File: src/rtl/alu_control_pkg.sv
// Shared codes for the ALU control unit: operation selects, main-control
// classes, R-type funct values and the mult/div sequencer state type.
package alu_control_pkg;

    // ALU operation selects driven on alu_operation_o
    localparam logic [3:0] ALU_AND     = 4'b0000;
    localparam logic [3:0] ALU_NOR     = 4'b0001;
    localparam logic [3:0] ALU_OR      = 4'b0010;
    localparam logic [3:0] ALU_ADD     = 4'b0011;
    localparam logic [3:0] ALU_SUB     = 4'b0100;
    localparam logic [3:0] ALU_SLT     = 4'b0101;
    localparam logic [3:0] ALU_SLL     = 4'b0110;
    localparam logic [3:0] ALU_SRL     = 4'b0111;
    localparam logic [3:0] ALU_LUI     = 4'b1000;
    localparam logic [3:0] ALU_ILLEGAL = 4'b1001;
    localparam logic [3:0] ALU_MULT    = 4'b1010;
    localparam logic [3:0] ALU_MULTU   = 4'b1011;
    localparam logic [3:0] ALU_DIV     = 4'b1100;
    localparam logic [3:0] ALU_DIVU    = 4'b1101;
    localparam logic [3:0] ALU_MFHI    = 4'b1110;
    localparam logic [3:0] ALU_MFLO    = 4'b1111;

    // Operation classes coming from the main control unit
    localparam logic [2:0] OPC_ADD_MEM = 3'b000;
    localparam logic [2:0] OPC_SUB_BR  = 3'b001;
    localparam logic [2:0] OPC_LUI     = 3'b010;
    localparam logic [2:0] OPC_SLTI    = 3'b011;
    localparam logic [2:0] OPC_ADDI    = 3'b100;
    localparam logic [2:0] OPC_ORI     = 3'b101;
    localparam logic [2:0] OPC_ANDI    = 3'b110;
    localparam logic [2:0] OPC_RTYPE   = 3'b111;

    // R-type funct field values
    localparam logic [5:0] F_ADD   = 6'b100000;
    localparam logic [5:0] F_ADDU  = 6'b100001;
    localparam logic [5:0] F_SUB   = 6'b100010;
    localparam logic [5:0] F_SUBU  = 6'b100011;
    localparam logic [5:0] F_AND   = 6'b100100;
    localparam logic [5:0] F_OR    = 6'b100101;
    localparam logic [5:0] F_NOR   = 6'b100111;
    localparam logic [5:0] F_SLT   = 6'b101010;
    localparam logic [5:0] F_SLL   = 6'b000000;
    localparam logic [5:0] F_SRL   = 6'b000010;
    localparam logic [5:0] F_MULT  = 6'b011000;
    localparam logic [5:0] F_MULTU = 6'b011001;
    localparam logic [5:0] F_DIV   = 6'b011010;
    localparam logic [5:0] F_DIVU  = 6'b011011;
    localparam logic [5:0] F_MFHI  = 6'b010000;
    localparam logic [5:0] F_MFLO  = 6'b010010;

    // Mult/div sequencer states
    typedef enum logic {
        ST_IDLE = 1'b0,
        ST_BUSY = 1'b1
    } seq_state_t;

    // Every op that touches the mult/div unit or HI/LO sits in the top six codes
    function automatic logic is_unit_op(input logic [3:0] op);
        return op >= ALU_MULT;
    endfunction

endpackage

File: src/rtl/alu_control_seq_muldiv_sequencer.sv
// Mult/div unit sequencer: IDLE/BUSY FSM, busy counter, start/busy/done
// outputs and the stall term for HI/LO and mult/div requests.
// ALU_CTRL_DIV_EN: when defined, DIV/DIVU launch the unit with DIV_LATENCY.
module muldiv_sequencer
    import alu_control_pkg::*;
#(
    parameter int MULT_LATENCY = 4,
    parameter int DIV_LATENCY  = 32
) (
    input  logic       clk,
    input  logic       reset,
    input  logic       valid_i,
    input  logic [3:0] op_i,
    output logic       stall_o,
    output logic       muldiv_start_o,
    output logic       busy_o,
    output logic       muldiv_done_o
);

`ifdef ALU_CTRL_DIV_EN
    localparam int MAX_LAT = (MULT_LATENCY > DIV_LATENCY) ? MULT_LATENCY : DIV_LATENCY;
`else
    localparam int MAX_LAT = MULT_LATENCY;
`endif
    localparam int CNT_W = $clog2(MAX_LAT);
    localparam logic [CNT_W-1:0] MULT_LOAD = CNT_W'(MULT_LATENCY - 1);

    // A one-cycle-or-shorter busy window cannot be sequenced
    if (MULT_LATENCY < 2 || DIV_LATENCY < 2) begin : g_bad_latency
        $error("muldiv_sequencer: latencies must be at least 2");
    end

    seq_state_t       r_state, w_state_next;
    logic [CNT_W-1:0] r_count, w_count_next;
    logic             r_start, w_start_next;
    logic             w_done;
    logic             w_accept;
    logic             w_launch;
    logic             w_is_div;

    // Unit ops wait while the unit is occupied, including its done cycle
    assign stall_o  = valid_i & is_unit_op(op_i) & (r_state == ST_BUSY);
    assign w_accept = valid_i & ~stall_o;
    assign w_launch = (op_i >= ALU_MULT) && (op_i <= ALU_DIVU);

`ifdef ALU_CTRL_DIV_EN
    localparam logic [CNT_W-1:0] DIV_LOAD = CNT_W'(DIV_LATENCY - 1);
    assign w_is_div = (op_i == ALU_DIV) || (op_i == ALU_DIVU);
`else
    assign w_is_div = 1'b0;
`endif

    // Next state, counter load/decrement and the start/done pulses
    always_comb begin
        w_state_next = r_state;
        w_count_next = r_count;
        w_start_next = 1'b0;
        w_done       = 1'b0;
        case (r_state)
            ST_IDLE: begin
                if (w_accept && w_launch) begin
                    w_start_next = 1'b1;
                    w_state_next = ST_BUSY;
`ifdef ALU_CTRL_DIV_EN
                    w_count_next = w_is_div ? DIV_LOAD : MULT_LOAD;
`else
                    w_count_next = MULT_LOAD;
`endif
                end
            end
            ST_BUSY: begin
                if (r_count == '0) begin
                    w_done       = 1'b1;
                    w_state_next = ST_IDLE;
                end else begin
                    w_count_next = r_count - 1'b1;
                end
            end
            default: w_state_next = ST_IDLE;
        endcase
    end

    // State, counter and start-pulse registers
    always_ff @(posedge clk) begin
        if (reset) begin
            r_state <= ST_IDLE;
            r_count <= '0;
            r_start <= 1'b0;
        end else begin
            r_state <= w_state_next;
            r_count <= w_count_next;
            r_start <= w_start_next;
        end
    end

    assign muldiv_start_o = r_start;
    assign busy_o         = (r_state == ST_BUSY);
    assign muldiv_done_o  = w_done;

    // Only meaningful when the DIV path is built in
    logic w_unused;
    assign w_unused = w_is_div;

endmodule

File: src/rtl/alu_control_seq.sv
// Registered ALU control: decodes class + funct into an ALU operation and
// sequences the multi-cycle mult/div unit through muldiv_sequencer.
// ALU_CTRL_DIV_EN: when defined, DIV/DIVU are legal; otherwise they are ILLEGAL.
module alu_control_seq
    import alu_control_pkg::*;
#(
    parameter int ALU_OP_W     = 3,
    parameter int FUNCT_W      = 6,
    parameter int ALU_SEL_W    = 4,
    parameter int MULT_LATENCY = 4,
    parameter int DIV_LATENCY  = 32
) (
    input  logic                 clk,
    input  logic                 reset,
    input  logic                 valid_i,
    input  logic [ALU_OP_W-1:0]  alu_op_i,
    input  logic [FUNCT_W-1:0]   alu_function_i,
    output logic                 stall_o,
    output logic [ALU_SEL_W-1:0] alu_operation_o,
    output logic                 valid_o,
    output logic                 illegal_o,
    output logic                 muldiv_start_o,
    output logic                 busy_o,
    output logic                 muldiv_done_o
);

    logic [3:0]           w_dec_op;
    logic                 w_accept;
    logic [ALU_SEL_W-1:0] r_alu_op;
    logic                 r_valid;
    logic                 r_illegal;

    // Class decode, with R-type resolved by funct
    always_comb begin
        w_dec_op = ALU_ILLEGAL;
        case (alu_op_i)
            OPC_ADD_MEM, OPC_ADDI: w_dec_op = ALU_ADD;
            OPC_SUB_BR:            w_dec_op = ALU_SUB;
            OPC_LUI:               w_dec_op = ALU_LUI;
            OPC_SLTI:              w_dec_op = ALU_SLT;
            OPC_ORI:               w_dec_op = ALU_OR;
            OPC_ANDI:              w_dec_op = ALU_AND;
            OPC_RTYPE: begin
                case (alu_function_i)
                    F_ADD, F_ADDU: w_dec_op = ALU_ADD;
                    F_SUB, F_SUBU: w_dec_op = ALU_SUB;
                    F_AND:         w_dec_op = ALU_AND;
                    F_OR:          w_dec_op = ALU_OR;
                    F_NOR:         w_dec_op = ALU_NOR;
                    F_SLT:         w_dec_op = ALU_SLT;
                    F_SLL:         w_dec_op = ALU_SLL;
                    F_SRL:         w_dec_op = ALU_SRL;
                    F_MULT:        w_dec_op = ALU_MULT;
                    F_MULTU:       w_dec_op = ALU_MULTU;
`ifdef ALU_CTRL_DIV_EN
                    F_DIV:         w_dec_op = ALU_DIV;
                    F_DIVU:        w_dec_op = ALU_DIVU;
`endif
                    F_MFHI:        w_dec_op = ALU_MFHI;
                    F_MFLO:        w_dec_op = ALU_MFLO;
                    default:       w_dec_op = ALU_ILLEGAL;
                endcase
            end
            default: w_dec_op = ALU_ILLEGAL;
        endcase
    end

    muldiv_sequencer #(
        .MULT_LATENCY (MULT_LATENCY),
        .DIV_LATENCY  (DIV_LATENCY)
    ) u_seq (
        .clk            (clk),
        .reset          (reset),
        .valid_i        (valid_i),
        .op_i           (w_dec_op),
        .stall_o        (stall_o),
        .muldiv_start_o (muldiv_start_o),
        .busy_o         (busy_o),
        .muldiv_done_o  (muldiv_done_o)
    );

    assign w_accept = valid_i & ~stall_o;

    // Output register: capture on accept, otherwise hold and drop valid
    always_ff @(posedge clk) begin
        if (reset) begin
            r_alu_op  <= ALU_SEL_W'(ALU_ILLEGAL);
            r_valid   <= 1'b0;
            r_illegal <= 1'b0;
        end else begin
            r_valid <= w_accept;
            if (w_accept) begin
                r_alu_op  <= ALU_SEL_W'(w_dec_op);
                r_illegal <= (w_dec_op == ALU_ILLEGAL);
            end
        end
    end

    assign alu_operation_o = r_alu_op;
    assign valid_o         = r_valid;
    assign illegal_o       = r_illegal;

endmodule

File: config.mk
export PLATFORM = sky130hd
export DESIGN_NAME = alu_control_seq
export DESIGN_NICKNAME = d
export VERILOG_FILES = /design/src/rtl/alu_control_pkg.sv /design/src/rtl/alu_control_seq_muldiv_sequencer.sv /design/src/rtl/alu_control_seq.sv
export SDC_FILE = /design/constraint.sdc
export NUM_CORES = 1
export LEC_CHECK = 0
export CORE_UTILIZATION = 52
export CTS_BUF_LIST = sky130_fd_sc_hd__clkbuf_4 sky130_fd_sc_hd__clkbuf_8
export CTS_CLUSTER_SIZE = 16
export DETAILED_ROUTE_END_ITERATION = 10
export HOLD_SLACK_MARGIN = 0.12
export PLACE_DENSITY_LB_ADDON = 0.15
export SETUP_SLACK_MARGIN = 0.3
export SLEW_MARGIN = 40
export SYNTH_ARGS = -nofsm -noshare
export SYNTH_HDL_FRONTEND = slang
export SYNTH_SLANG_ARGS = --single-unit
File: constraint.sdc
create_clock -name clk -period 3.2 [get_ports clk]
set_input_delay 0.64 -clock clk [delete_from_list [all_inputs] [get_ports clk]]
set_output_delay 0.64 -clock clk [all_outputs]
set_load 0.005 [all_outputs]
==> metrics.sh, run 1 <==
GRT_START_MAX_NET_PINS=14
LAYOUT-AREA-OVERHEAD-VS-SYNTH_PCT=49.0
DPL_WORST_SLACK_NS=-0.141
CTS_TREE='built'
SYNTH-SEQ-CELLS=10
YOSYS.AREA_SHARE.ADDER=0.0498
SYNTH.MUX.AREA_FRACTION=0.0266
FMAXACHIEVABLE_GHz=0.361
DIE_Y_UM=40.1
TIMING.FINAL.HOLD_VIOLATIONS=0
DRT_WL_TOTAL_UM=1980
POST-ROUTE-PERIOD-UTIL=0.866
FP.DIEAREA_UM2=1600
TIMING.FINAL.CRIT_PERIOD_NS=2.77
OVERFLOW=0
POWER_LEAKAGE_uW=0.000465
SYNTHARSTFLOPSHARE=0
MAXCAPVIOLCOUNT=0
SLEW_AT_THE_PIN_CLOSEST_TO_ITS_MAX_SLEW_LIMIT_NS=0.413
MAX_CLOCK_BUF_DEPTH=2
YOSYS_WARNINGS=0
CTS-ROOT-BUF='sky130_fd_sc_hd__clkbuf_4'
CLKTRANSATPATHREGS_NS=0.07
LATER_PIN_CLOCK_LATENCY_IN_THE_SKEW_REPORT_NS=0.27
MOSTFREQUENTLAYOUTCELLS='12 x sky130_fd_sc_hd__clkdlybuf4s50_1, 11 x sky130_fd_sc_hd__buf_4, 10 x sky130_fd_sc_hd__dfxtp_1'
ANT_NETS=0
NUMBER_OF_ANTENNA_VIOLATIONS_AT_THE_FIRST_CHECK_IN_GLOBAL_ROUTING=0
STATUS='finished clean'
INITIAL_UTILIZATION=0.572
SYNTH_SEQ_AREA_SHARE=0.266
WORST_HOLD_PATH.ENDPOINT='alu_operation_o[3]'
INSERTEDDIODECOUNT=0
CTS-HTREE-LEVELS=1
LENGTH_IN_CELLS_OF_THE_WORST_REG_TO_REG_PATH=4
GRT_PASS1_WL_UM=3110
YOSYS.AREA_SHARE.XOR_XNOR=0
NUM-NETS-FINAL=137
TIMING.HOLD.WORST.CLASS='register to register'
MAXSLEWVIOLCOUNT=0
DETAILED_ROUTER_S_FIRST_ITERATION_VIOLATION_COUNT=19
CP_DATA_REQUIRED_TIME_NS=2.56
POST_SYNTH_NUM_CELL_TYPES=41
CTS_BUFFERS=3
RSZ_0062_RAISED_AFTER_GLOBAL_ROUTING='no'
CLOCK_SINK_COUNT=10
DRC=0
SETUP_VIOL_COUNT_FINAL=0
PWR_DENSITY_CELL_nW_PER_UM2=320
PLACE_HPWL_UM=1500
CRITICAL_PATH.REG2REG.ENDPOINT='alu_operation_o[1]'
PORT_BUFFERS=21
WORSTREG2REGSTART='u_seq.busy_o'
SYNTH_CELLS=87
HOLD-PATH-CELL-COUNT=2
CRITPATHCAPTURETYPE='output port'
TOTALNEGATIVESETUPSLACK_NS=0
SYNTH-MAIN-FF-CELL='sky130_fd_sc_hd__dfxtp_1'
WORST_PATH_SETUP_SLACK_AFTER_ROUTING_NS=0.428
SETUP_SLACK_REG_TO_REG_NS=1.91
WORST_CLOCK_SKEW_NS=0.00227
FINAL_AREA_UM2=1120
ROWS=13
FINAL_COMMON_CELL='sky130_fd_sc_hd__clkdlybuf4s50_1'
CORE_AREA_UM2=1320
CRITICAL_PATH.MAX_FANOUT=5
VIAS=784
WORST_EP_ARRIVAL_TIME_NS=2.13
PLACE_CONGESTION=0.852
WL_PER_CELL_UM=14.6
SYN-NUM-NETS=102
SYNTH_ENABLE_FLOP_CELLS=0
TOTAL_GRT_USAGE=0.296
VIAS_IN_THE_FIRST_GLOBAL_ROUTE=721
FLOORPLAN.DIE.WIDTH_UM=40.1
FIRST_PASS_ITERS=4
POST-CTS-SETUP-BUFFER-COUNT=0
PLACE_AREA_UM2=1060
CRITPATHLAUNCHTYPE='primary input'
POST_SYNTH_INSTANCE_AREA_UM2=753
SYNTHESIS.AREA_PER_INSTANCE_UM2=8.66
MAX-SLEW-MARGIN-REL=0.724
WORSTHOLDSTART='alu_operation_o[3]'
SHARE_OF_FINAL_LAYOUT_STANDARD_CELLS_STRONGER_THAN_DRIVE_STRENGTH_1=0.256
CTS_HOLD_REPAIR.BUFFERS=0
DESIGN.PORTCOUNT=22
VIAS_PER_CELL=5.76
SYNTH_AREA_IN_COMPOUND_GATES=0.347
SYNTH_SIMPLE_GATE_AREA_FRAC=0.264
MAX-VDD-IR-DROP_V=0.000224
SYNTH_TOP_FAMILY_BY_AREA='compound AO/OA/AOI/OAI gates'
WORSTSETUPPATHTYPE='primary input to output port'
## synthesized netlist by cell type, drive strengths merged (2+ instances only)
library cell / n / area [um2]
dfxtp: 10 / 200
inv: 7 / 26.3
nand2: 7 / 26.3
nor2: 7 / 26.3
o21ai: 4 / 20.0
o31a: 4 / 35.0
a21oi: 3 / 15.0
and2: 3 / 21.3
ha: 3 / 37.5
nand2b: 3 / 21.3
nor3: 3 / 15.0
nor4: 3 / 25.0
a311oi: 2 / 35.0
a31oi: 2 / 12.5
mux2i: 2 / 20.0
nor2b: 2 / 12.5
o211ai: 2 / 20.0
o21a: 2 / 17.5
o31ai: 2 / 33.8
## cell families (layout without fill, tap and decap cells)
group           Yosys count  after routing
compound gates           28             28
fa+ha+maj                 3              3
buf+inv                   9             43
flops                    10             10
simple gates             35             35
mux                       2              2
## power by group
group          leakage, uW  switching, uW  internal [uW]
Sequential       0.0000819           3.00            131
Clock            0.0000210           49.0           69.2
Combinational     0.000362           52.8           54.7
## per-layer routing
| layer | up-vias | global-route usage | share of wire |
|---|---|---|---|
| met4 | 0 | 0.155 | 0.0061 |
| met3 | 2 | 0.100 | 0.049 |
| met5 | - | 0 | 0 |
| li1 | 394 | - | - |
| met1 | 360 | 0.307 | 0.41 |
| met2 | 28 | 0.520 | 0.53 |
## state kept, by name (all words and copies together) (netlist names)
name	flops
alu_operation_o	4
u_seq.busy_o	1
u_seq.muldiv_start_o	1
valid_o	1
illegal_o	1
u_seq.r_count	2
## worst max path at each step
stage / start / to / slack, ns / depth (start not counted)
final: alu_op_i[2] / stall_o / 0.43 / 6
after global routing: alu_op_i[2] / stall_o / 0.35 / 6
after CTS: alu_function_i[4] / stall_o / 0.36 / 7
after detailed placement: alu_function_i[3] / stall_o / -0.14 / 8
after global placement: alu_function_i[3] / stall_o / -0.0004 / 8
after floorplan: alu_function_i[1] / stall_o / 0.85 / 7
## critical path, stage by stage
cell and delay, ns:
sky130_fd_sc_hd__clkdlybuf4s50_1 0.57, sky130_fd_sc_hd__and2b_2 0.26, sky130_fd_sc_hd__nor2_2 0.15, sky130_fd_sc_hd__a311oi_4 0.07, sky130_fd_sc_hd__nor4_2 0.27, sky130_fd_sc_hd__buf_2 0.17
## metrics by stage
step / std cells / utilization / hold WS (ns) / total power [uW]
global placement: 132 / 0.802 / 0.448 / 236
finish: 136 / 0.852 / 0.473 / 359
CTS: 136 / 0.844 / 0.474 / 360
detailed placement: 132 / 0.802 / 0.459 / 240
floorplan: 87 / - / 0.453 / 188
global route: 136 / 0.852 / 0.503 / 376
## final cells by class
class | instances | area, um2
inverter | 7 | 26.3
sequential | 10 | 200
fill | 86 | 195
clock buffer | 4 | 36.3
timing repair buffer | 32 | 289
tap | 15 | 18.8
multi-input combinational | 68 | 552
## what timing repair did
action | in CTS | in global routing
resized for setup | 16 | 4
pin swaps | 5 | 0
setup endpoints to repair | 1 | 1
Power figures use the tool's default switching activity.
==> inputs of run 2 (changes only) <==
Settings changed: CTS_CLUSTER_SIZE 16 to not set.
==> results of run 2 <==
Final layout, timing and power as in run 1 (identical DEF).
==> inputs of run 3 (changes only) <==
Settings changed: HOLD_SLACK_MARGIN 0.12 to 0.15, TNS_END_PERCENT set to 5.
==> results of run 3 <==
Final layout, timing and power as in run 1 (identical DEF).
